## src/rtl/jtopl_mmr_q.sv

```systemverilog
// jtopl_mmr_q: queued, multi-bank register front end for JTOPL.
//
// Timer and global registers are applied on the write edge. Operator and
// channel registers are queued in a FIFO. Each popped entry is held on the
// outputs for SLOT_CYCLES cenop periods before the next one is released.
//
// Optional build macro: JTOPL_MMR_OVF_EN enables the sticky overflow flag.
// When it is undefined, writes rejected by a full FIFO are dropped silently
// and o_ovf is tied low.
//
// Ports
//   i_rst, i_clk         synchronous active-high reset, system clock
//   i_cenop              operator clock enable
//   i_din, i_write       CPU data and one-clk write strobe
//   i_addr               [0]: 0=address, 1=data; [1]: bank (BANKS=2 only)
//   o_busy, o_full       FIFO non-empty or hold active; FIFO at DEPTH
//   o_ovf                sticky overflow flag
//   o_wr_data, o_sel_*   data/bank/group/subslot of the entry being held
//   o_up_*               one-hot update strobes (or all zero)
//   o_value_A/B, o_load_*, o_flagen_*, o_clr_flag_*   timer control
//   o_am_dep, o_vib_dep  global LFO depths
//   o_opl3_new           bank 1 reg 05 bit 0
//
// FSM
//   state | meaning
//   IDLE  | no entry presented, strobes low
//   HOLD  | entry presented, counting cenop pulses down to zero
module jtopl_mmr_q #(
    parameter int BANKS       = 1,
    parameter int DEPTH       = 4,
    parameter int SLOT_CYCLES = 18
) (
    input  logic       i_rst,
    input  logic       i_clk,
    input  logic       i_cenop,
    input  logic [7:0] i_din,
    input  logic       i_write,
    input  logic [1:0] i_addr,
    output logic       o_busy,
    output logic       o_full,
    output logic       o_ovf,
    output logic [7:0] o_wr_data,
    output logic       o_sel_bank,
    output logic [1:0] o_sel_group,
    output logic [2:0] o_sel_sub,
    output logic       o_up_mult,
    output logic       o_up_ksl_tl,
    output logic       o_up_ar_dr,
    output logic       o_up_sl_rr,
    output logic       o_up_fnumlo,
    output logic       o_up_fnumhi,
    output logic       o_up_fbcon,
    output logic [7:0] o_value_A,
    output logic [7:0] o_value_B,
    output logic       o_load_A,
    output logic       o_load_B,
    output logic       o_flagen_A,
    output logic       o_flagen_B,
    output logic       o_clr_flag_A,
    output logic       o_clr_flag_B,
    output logic       o_am_dep,
    output logic       o_vib_dep,
    output logic       o_opl3_new
);

    localparam int AW = $clog2(DEPTH);
    localparam int CW = $clog2(SLOT_CYCLES) + 1;
    localparam logic [AW:0]   FULL_CNT  = (AW+1)'(DEPTH);
    localparam logic [CW-1:0] HOLD_LOAD = CW'(SLOT_CYCLES - 1);

    typedef enum logic { IDLE = 1'b0, HOLD = 1'b1 } state_t;

    state_t        r_state;
    logic [CW-1:0] r_hold_cnt;
    logic [7:0]    r_selreg [2];
    logic [16:0]   r_mem [DEPTH];
    logic [AW-1:0] r_wr_ptr;
    logic [AW-1:0] r_rd_ptr;
    logic [AW:0]   r_count;
    logic [6:0]    r_strb;
    logic [7:0]    r_wr_data;
    logic          r_sel_bank;
    logic [1:0]    r_sel_group;
    logic [2:0]    r_sel_sub;
    logic [7:0]    r_value_A;
    logic [7:0]    r_value_B;
    logic          r_load_A, r_load_B;
    logic          r_flagen_A, r_flagen_B;
    logic          r_clr_flag_A, r_clr_flag_B;
    logic          r_am_dep, r_vib_dep;
    logic          r_opl3_new;

    logic          w_bank;
    logic [7:0]    w_reg;
    logic          w_addr_wr, w_data_wr;
    logic          w_is_op, w_is_ch, w_queue_req;
    logic          w_full, w_pop, w_push;
    logic [16:0]   w_head;
    logic [7:0]    w_hreg;
    logic [6:0]    w_hstrb;
    logic [1:0]    w_hgrp;
    logic [2:0]    w_hsub;

    // Single-bank builds ignore addr[1] entirely.
    assign w_bank    = (BANKS == 2) ? i_addr[1] : 1'b0;
    assign w_reg     = r_selreg[w_bank];
    assign w_addr_wr = i_write & ~i_addr[0];
    assign w_data_wr = i_write &  i_addr[0];

    assign w_is_op = (w_reg[7:5] >= 3'd1) && (w_reg[7:5] <= 3'd4) &&
                     (w_reg[2:0] <= 3'd5) && (w_reg[4:3] != 2'd3);
    assign w_is_ch = ((w_reg[7:4] == 4'hA) || (w_reg[7:4] == 4'hB) ||
                      (w_reg[7:4] == 4'hC)) && (w_reg[3:0] <= 4'd8);
    assign w_queue_req = w_data_wr & (w_is_op | w_is_ch);

    assign w_full = (r_count == FULL_CNT);
    // A pop happens on cenop from IDLE, or on the final cenop of a HOLD.
    assign w_pop  = i_cenop && (r_count != '0) &&
                    ((r_state == IDLE) || (r_hold_cnt == '0));
    // The pop frees a slot first, so a push on a full FIFO still lands.
    assign w_push = w_queue_req & (~w_full | w_pop);

    assign w_head = r_mem[r_rd_ptr];
    assign w_hreg = w_head[15:8];

    always_comb begin
        w_hstrb = '0;
        w_hgrp  = w_hreg[4:3];
        w_hsub  = w_hreg[2:0];
        case (w_hreg[7:4])
            4'hA, 4'hB, 4'hC: begin
                case (w_hreg[7:4])
                    4'hA:    w_hstrb = 7'b0000100;
                    4'hB:    w_hstrb = 7'b0000010;
                    default: w_hstrb = 7'b0000001;
                endcase
                // Channels 0-2 / 3-5 / 6-8 map to groups 0 / 1 / 2.
                if (w_hreg[3:0] < 4'd3)      w_hgrp = 2'd0;
                else if (w_hreg[3:0] < 4'd6) w_hgrp = 2'd1;
                else                         w_hgrp = 2'd2;
                if (w_hreg[3:0] >= 4'd6)
                    w_hsub = {1'b0, ~&w_hreg[2:1], w_hreg[0]};
            end
            default: begin
                case (w_hreg[7:5])
                    3'd1:    w_hstrb = 7'b1000000;
                    3'd2:    w_hstrb = 7'b0100000;
                    3'd3:    w_hstrb = 7'b0010000;
                    3'd4:    w_hstrb = 7'b0001000;
                    default: w_hstrb = 7'b0000000;
                endcase
            end
        endcase
    end

    always_ff @(posedge i_clk) begin
        if (w_push) r_mem[r_wr_ptr] <= {w_bank, w_reg, i_din};
    end

    always_ff @(posedge i_clk) begin
        if (i_rst) begin
            r_state     <= IDLE;
            r_hold_cnt  <= '0;
            r_wr_ptr    <= '0;
            r_rd_ptr    <= '0;
            r_count     <= '0;
            r_strb      <= '0;
            r_wr_data   <= '0;
            r_sel_bank  <= 1'b0;
            r_sel_group <= '0;
            r_sel_sub   <= '0;
        end else begin
            if (w_push) r_wr_ptr <= r_wr_ptr + 1'b1;
            if (w_pop)  r_rd_ptr <= r_rd_ptr + 1'b1;
            if (w_push && !w_pop)      r_count <= r_count + 1'b1;
            else if (!w_push && w_pop) r_count <= r_count - 1'b1;

            case (r_state)
                IDLE: begin
                    if (w_pop) begin
                        r_state     <= HOLD;
                        r_hold_cnt  <= HOLD_LOAD;
                        r_strb      <= w_hstrb;
                        r_wr_data   <= w_head[7:0];
                        r_sel_bank  <= w_head[16];
                        r_sel_group <= w_hgrp;
                        r_sel_sub   <= w_hsub;
                    end
                end
                HOLD: begin
                    if (w_pop) begin
                        r_hold_cnt  <= HOLD_LOAD;
                        r_strb      <= w_hstrb;
                        r_wr_data   <= w_head[7:0];
                        r_sel_bank  <= w_head[16];
                        r_sel_group <= w_hgrp;
                        r_sel_sub   <= w_hsub;
                    end else if (i_cenop) begin
                        if (r_hold_cnt == '0) begin
                            r_state <= IDLE;
                            r_strb  <= '0;
                        end else begin
                            r_hold_cnt <= r_hold_cnt - 1'b1;
                        end
                    end
                end
                default: r_state <= IDLE;
            endcase
        end
    end

    always_ff @(posedge i_clk) begin
        if (i_rst) begin
            r_selreg[0]  <= '0;
            r_selreg[1]  <= '0;
            r_value_A    <= '0;
            r_value_B    <= '0;
            r_load_A     <= 1'b0;
            r_load_B     <= 1'b0;
            r_flagen_A   <= 1'b1;
            r_flagen_B   <= 1'b1;
            r_clr_flag_A <= 1'b0;
            r_clr_flag_B <= 1'b0;
            r_am_dep     <= 1'b0;
            r_vib_dep    <= 1'b0;
            r_opl3_new   <= 1'b0;
        end else begin
            if (i_cenop && !i_write) begin
                r_clr_flag_A <= 1'b0;
                r_clr_flag_B <= 1'b0;
            end
            if (w_addr_wr) r_selreg[w_bank] <= i_din;
            if (w_data_wr && !w_bank) begin
                case (w_reg)
                    8'h02: r_value_A <= i_din;
                    8'h03: r_value_B <= i_din;
                    8'h04: begin
                        r_clr_flag_A <= i_din[7];
                        r_clr_flag_B <= i_din[7];
                        r_flagen_A   <= ~i_din[6];
                        r_flagen_B   <= ~i_din[5];
                        {r_load_B, r_load_A} <= i_din[1:0];
                    end
                    8'hBD: begin
                        r_am_dep  <= i_din[7];
                        r_vib_dep <= i_din[6];
                    end
                    default: ;
                endcase
            end
            if (w_data_wr && w_bank && (w_reg == 8'h05)) r_opl3_new <= i_din[0];
        end
    end

`ifdef JTOPL_MMR_OVF_EN
    logic r_ovf;
    always_ff @(posedge i_clk) begin
        if (i_rst)
            r_ovf <= 1'b0;
        else if (w_queue_req && w_full && !w_pop)
            r_ovf <= 1'b1;
        else if (w_data_wr && !w_bank && (w_reg == 8'h04) && i_din[7])
            r_ovf <= 1'b0;
    end
    assign o_ovf = r_ovf;
`else
    assign o_ovf = 1'b0;
`endif

    assign o_busy       = (r_count != '0) || (r_state == HOLD);
    assign o_full       = w_full;
    assign o_wr_data    = r_wr_data;
    assign o_sel_bank   = r_sel_bank;
    assign o_sel_group  = r_sel_group;
    assign o_sel_sub    = r_sel_sub;
    assign {o_up_mult, o_up_ksl_tl, o_up_ar_dr, o_up_sl_rr,
            o_up_fnumlo, o_up_fnumhi, o_up_fbcon} = r_strb;
    assign o_value_A    = r_value_A;
    assign o_value_B    = r_value_B;
    assign o_load_A     = r_load_A;
    assign o_load_B     = r_load_B;
    assign o_flagen_A   = r_flagen_A;
    assign o_flagen_B   = r_flagen_B;
    assign o_clr_flag_A = r_clr_flag_A;
    assign o_clr_flag_B = r_clr_flag_B;
    assign o_am_dep     = r_am_dep;
    assign o_vib_dep    = r_vib_dep;
    assign o_opl3_new   = (BANKS == 2) ? r_opl3_new : 1'b0;

endmodule

```

## config.mk

```make
export PLATFORM = sky130hd
export DESIGN_NAME = jtopl_mmr_q
export DESIGN_NICKNAME = d
export VERILOG_FILES = /design/src/rtl/jtopl_mmr_q.sv
export SDC_FILE = /design/constraint.sdc
export NUM_CORES = 1
export LEC_CHECK = 0
export BUFFER_PORTS_ARGS = -buffer_cell sky130_fd_sc_hd__buf_2
export CAP_MARGIN = 5
export CORE_MARGIN = 4
export CORE_UTILIZATION = 52
export DETAILED_ROUTE_END_ITERATION = 10
export GPL_ROUTABILITY_DRIVEN = 0
export GPL_TIMING_DRIVEN = 0
export HOLD_SLACK_MARGIN = 0.15
export PLACE_DENSITY = 0.75
export SETUP_SLACK_MARGIN = 0.02
export SLEW_MARGIN = 40
export SYNTH_ARGS = -nofsm -noshare
export SYNTH_HDL_FRONTEND = slang
export SYNTH_SLANG_ARGS = --single-unit
```

## constraint.sdc

```tcl
create_clock -name i_clk -period 2.9 [get_ports i_clk]
set_input_delay 0 -clock i_clk [delete_from_list [all_inputs] [get_ports i_clk]]
set_output_delay 0 -clock i_clk [all_outputs]
set_load 0.005 [all_outputs]
```

=== After elaboration in Yosys (flattened, before gate mapping) ===
Memories as Yosys holds them, arrays and structs flattened. A register that Yosys moved wholly into a read port is not among the register bits.
Index checks and enable logic that the tools add are counted.

* Bits in registers: 59
* Input port bits: 14
* RAM bits: 80
* Output and inout port bits: 49
* Memories: 2

* Equal/unequal tests: 20
* Reduce and logical (&&, ||, !) cells: 28
* Multiplexer cells: 45
* Magnitude comparators: 7
* Bitwise operators: 12
* Add/sub/neg operators: 5

{| class="wikitable"
|+ Memory list
! memory !! words !! bits a word !! rd ports !! clocked after Yosys merged registers in !! write ports !! line !! RTL
|-
| r_mem || 4 || 16 || 1 || 1 || 1 || 76 || <nowiki>logic [16:0] r_mem [DEPTH];</nowiki>
|-
| r_selreg || 2 || 8 || 1 || 0 || 2 || 75 || <nowiki>logic [7:0] r_selreg [2];</nowiki>
|}

{| class="wikitable"
|+ Operator list
! cell !! number
|-
| $mux 7 || 5
|-
| $pmux 7 s4 || 1
|-
| $eq 4x4->1 const B || 6
|-
| $mux 6 || 4
|-
| $mux 1 || 18
|-
| $eq 8x2->1 const B || 2
|-
| $mux 8 || 2
|-
| $mux 3 || 5
|-
| $pmux 7 s2 || 1
|-
| $mux 2 || 6
|-
| $pmux 6 s2 || 1
|-
| $reduce_and 2->1 || 5
|-
| $logic_and 1x1->1 || 9
|-
| $eq 8x3->1 const B || 1
|-
| $eq 8x8->1 const B || 1
|-
| $eq 3x2->1 const B || 2
|-
| $eq 3x3->1 const B || 2
|-
| $le 3x3->1 const B || 2
|-
| $logic_not 6->1 || 1
|-
| $pmux 3 s2 || 1
|-
| $reduce_and 3->1 || 2
|-
| $sub 6x1->6 const B || 1
|-
| $not 1->1 || 5
|-
| $add 2x1->2 const B || 2
|-
| 20 further kinds || 32
|}

=== Depth between registers and ports, before layout ===
An unclocked memory read counts as a cell.

* Depth after elaboration: 12
* Depth in mapped cells: 14

=== Least setup slack after synthesis ===
Ideal clock, no wire load.

* Path kind: register -> register
* From: register r_hold_cnt[0]
* To: register r_count[2]
* Data required time: 2.830 ns
* Path buffers: 0
* Cell stages (with the launch flop): 13
* Arrival time: 2.800 ns
* Setup time: 0.070 ns
* Slack: 0.029 ns
* Cells stage by stage: dfxtp_1 inv_1 ha_1 or3b_4 o31ai_1 a21boi_0 nor2_1 ha_1 inv_1 fa_1 xor2_1 or3_1 a21oi_1

* Longest elaborated chain between the ends: 8
* Elaborated cells between the ends (all ways): 11
* Those cells by class: mux (1); bitwise (2); reduce/logical (8)

{| class="wikitable"
|+ Ends and longest elaborated chain
! item !! line !! RTL
|-
| start, declared || 74 || <nowiki>logic [CW-1:0] r_hold_cnt;</nowiki>
|-
| start signal, assigned || 203 || <nowiki>r_hold_cnt <= r_hold_cnt - 1'b1;</nowiki>
|-
| $logic_not 6->1 (*) || 119 || <nowiki>((r_state == IDLE) || (r_hold_cnt == '0));</nowiki>
|-
| $logic_or 1x1->1 (*) || 119 ||
|-
| $logic_and 1x1->1 (*) || 118 || <nowiki>assign w_pop = i_cenop && (r_count != '0) &&</nowiki>
|-
| $or 1x1->1 (*) || 121 || <nowiki>assign w_push = w_queue_req & (~w_full | w_pop);</nowiki>
|-
| $and 1x1->1 (*) || 121 ||
|-
| via w_push || 97 || <nowiki>logic w_full, w_pop, w_push;</nowiki>
|-
| $logic_not 1->1 || 176 || <nowiki>else if (!w_push && w_pop) r_count <= r_count - 1'b1;</nowiki>
|-
| $logic_and 1x1->1 || 176 ||
|-
| $reduce_bool 2->1 (no line) || n/a ||
|-
| end signal, assigned || 175 || <nowiki>if (w_push && !w_pop) r_count <= r_count + 1'b1;</nowiki>
|-
| end signal, assigned || 176 ||
|-
| end, declared || 79 || <nowiki>logic [AW:0] r_count;</nowiki>
|}

The timed path passes the listed nets; every way through them passes the cells marked *.
A chain may end at the register's enable or synchronous reset.

=== Worst setup path after layout ===
Ends and elaborated chain as after synthesis.

==> impl_metrics.tcl <==
set metrics [dict create \
    core_area_mm2 0.009774 \
    hold_violations 0 \
    die_w_um 108.1 \
    antenna_left 0 \
    tightest_slew_ps 792.9 \
    layout_worst_path_cycle_share_pct 98.09 \
    vias 3554 \
    nets 513 \
    min_period_ps 2845 \
    yosysUniqueCellTypes 53 \
    clockPowerShare_pct 37.4 \
    run_status "finished, final reports clean" \
    dpl.hpwl_mm 7.835 \
    yosys.area_share.simple_pct 12.32 \
    synth_area_mm2 0.005211 \
    numPortBuffers 57 \
    h-tree-depth 4 \
    first_pass_iters 4 \
    powerDensity_mw_per_mm2 793.3 \
    switching_share_pct 27.93 \
    synthMuxAreaShare_pct 11.33 \
    yosys_most_used_dff "edfxtp_1" \
    syn_inst 392 \
    tritoncts "yes" \
    ys_ff_latch 132 \
    synth_compound_area_share_pct 6.435 \
    fillCellCount 692 \
    drt-total-wl_mm 11.80 \
    grt_max_degree 17 \
    max_freq_ghz 0.3516 \
    synth-async-reset-ratio_pct 0 \
    worstSetupEndpointType "flop" \
    first_global_vias 3605 \
    pwr-share-comb_pct 18.7 \
    diodes 0 \
    synth_top_family_by_area "simple AND/OR/NAND/NOR gates" \
    vias_per_cell 5.571 \
    numClockSinks 132 \
    overflow 0 \
    hold_path.startpoint "i_din[3]" \
    synth_edf_count 72 \
    track_usage_pct 21.29 \
    synth.avg_cell_area_um2 13.29 \
    maxCapViolCount 0 \
    cts-root-buf "clkbuf_8" \
    arrival_ps 3290 \
    start_util_pct 53.32 \
    setup_violations 0 \
    worstPathMaxFanout 5 \
    ys_seq_area_share_pct 64.54 \
    worstSetupPathType "flop to flop" \
    drc 0 \
    grt_pass1_wl_mm 18.49 \
    synthAdderAreaFrac_pct 1.825 \
    cts_buffer_depth 2 \
    vdd_drop_max_mv 0.4900 \
    slew_violations 0 \
    synth_xor_area_share_pct 1.176 \
    p_sw_w 0.001437 \
    hold_class "input port to flop" \
    p_total_w 0.005145 \
    ff_latch_area_mm2 0.003366 \
    critPathLaunchType "flop" \
    cts_buffers 17 \
    yosys_warnings 0 \
    setup-tns-final_ps 0 \
    area_growth_pct 24.47 \
    finClkSkew_ps 8.076 \
    rsz0062_at_grt "true" \
    final_core_util_pct 66.36 \
    drt_iter0_drc 221 \
    wire_per_inst_um 18.49 \
    max_slew_margin_pct 47.14 \
    num_io_pins 63 \
    clkLatencyLatePin_ps 530 \
    cp.required_ps 3350 \
    rows 36 \
    p_leak_nw 2.511 \
    r2r_start "r_hold_cnt[0]" \
    drive_gt1_share_pct 27.92 \
    die_h_um 108.1 \
    critPathLaunch "r_hold_cnt[0]" \
    multiInputGateArea_mm2 0.001799 \
    p_seq_share_pct 43.9 \
    die_area_mm2 0.01169 \
    grt_antenna_before_repair 0 \
    clk_pin_slew_ps 60 \
    internal_power_w 0.003708 \
]
worst max-delay path: stages, from the launching register on:
cell	delay [ps]
dfxtp_2	330
inv_2	80
ha_4	130
or3b_4	400
o31ai_4	380
a21boi_2	140
nor2_2	160
ha_4	160
inv_2	40
fa_2	350
xor2_1	150
or3_1	340
a21oi_1	120
cells by family (layout without fill, tap and decap cells):
kind of cell | count (synthesis) | in the layout
buffers and inverters | 28 | 139
AND/OR/NAND/NOR | 124 | 124
AO/OA/AOI/OAI | 54 | 54
other | 1 | 3
flip-flops | 132 | 132
adder cells (fa/ha/maj) | 7 | 7
XOR/XNOR | 7 | 7
multiplexers | 39 | 39
Yosys cell counts, types with 6 or more instances:
library cell | n | area (um^2)
ha_1 | 6 | 75.07
mux2i_1 | 23 | 230.2
and3_1 | 7 | 43.79
o21ai_0 | 10 | 50.05
edfxtp_1 | 72 | 2162
nand3_1 | 7 | 35.03
and2_1 | 8 | 50.05
mux4_2 | 16 | 360.4
nand2_1 | 31 | 116.4
a21oi_1 | 23 | 115.1
clkbuf_1 | 13 | 48.80
nor2_1 | 34 | 127.6
inv_1 | 8 | 30.03
xor2_1 | 6 | 52.55
dfxtp_1 | 60 | 1201
nor3_1 | 9 | 45.04
final timing paths:
check | to | slack [ps] | cells past startpoint
max | r_count[2] | 60 | 12
min | r_mem[1][3] | 310 | 2
max reg2reg | r_count[2] | 60 | 12
min reg2reg | r_strb[5] | 460 | 2
cell usage in the layout (no fill, tap or decap), types with 5 or more instances in the layout:
master,netlist,layout
a21oi_1,23,23
and2_1,8,8
buf_2,3,59
buf_4,3,12
clkbuf_1,13,15
clkbuf_16,0,16
dfxtp_1,60,58
dlygate4sd3_1,0,13
edfxtp_1,72,72
inv_1,8,5
mux2i_1,23,23
mux4_2,16,16
nand2_1,31,31
nand2b_1,5,5
nand3_1,7,7
nor2_1,34,33
nor3_1,9,8
o21ai_0,10,10
xor2_1,6,6
what timing repair did:
action,in CTS,in global routing
endpoints found under the hold margin,82,0
setup endpoints to repair,58,60
pin swaps,0,10
hold buffers,13,0
buffers inserted,0,9
resized for setup,8,16
cell type report:
type / instances / area share [%]
Buffer: 18 / 1.370
Clock buffer: 20 / 6.559
Clock inverter: 12 / 1.659
Inverter: 9 / 0.5980
Multi-Input combinational cell: 234 / 27.74
Sequential cell: 132 / 51.89
Tap cell: 133 / 2.566
Timing Repair Buffer: 80 / 7.620
state kept, by name, indices dropped and copies added, names as in the netlist, 2 cells and up, named ones only:
name         flops
o_value_A        8
r_count          3
o_sel_sub        3
r_rd_ptr         2
o_wr_data        8
r_wr_ptr         2
o_value_B        8
r_mem           64
r_selreg         8
o_sel_group      2
r_strb           7
r_hold_cnt       6
metal layers:
metal | vias to the layer above | wire (um) | GRT usage [%]
met4 | 0 | 242 | 7.935
met1 | 1731 | 4648 | 25.47
li1 | 1650 | - | -
met5 | - | 0 | 0
met3 | 24 | 964 | 6.746
met2 | 149 | 5942 | 36.19
stage by stage:
stage	area, um^2	worst slack (ps)	hold slack [ps]	std cells
global placement	5670	-310.2	290.2	584
floorplan	5219	29.15	98.87	394
finish	6486	55.48	305.3	638
CTS	6367	-8.349	291.4	629
global route	6486	-63.34	309.9	638
detailed placement	5687	-351.4	302.2	585
power by group through the flow:
| stage | clock network [W] | logic (W) | registers (W) |
|---|---|---|---|
| after floorplan | 0 | 0.000575 | 0.00226 |
| after global placement | 0 | 0.000805 | 0.00227 |
| after detailed placement | 0 | 0.000830 | 0.00228 |
| after CTS | 0.00194 | 0.000864 | 0.00225 |
| after global routing | 0.00204 | 0.00106 | 0.00228 |
| final | 0.00193 | 0.000960 | 0.00226 |
(Power assumes the default switching activity.)
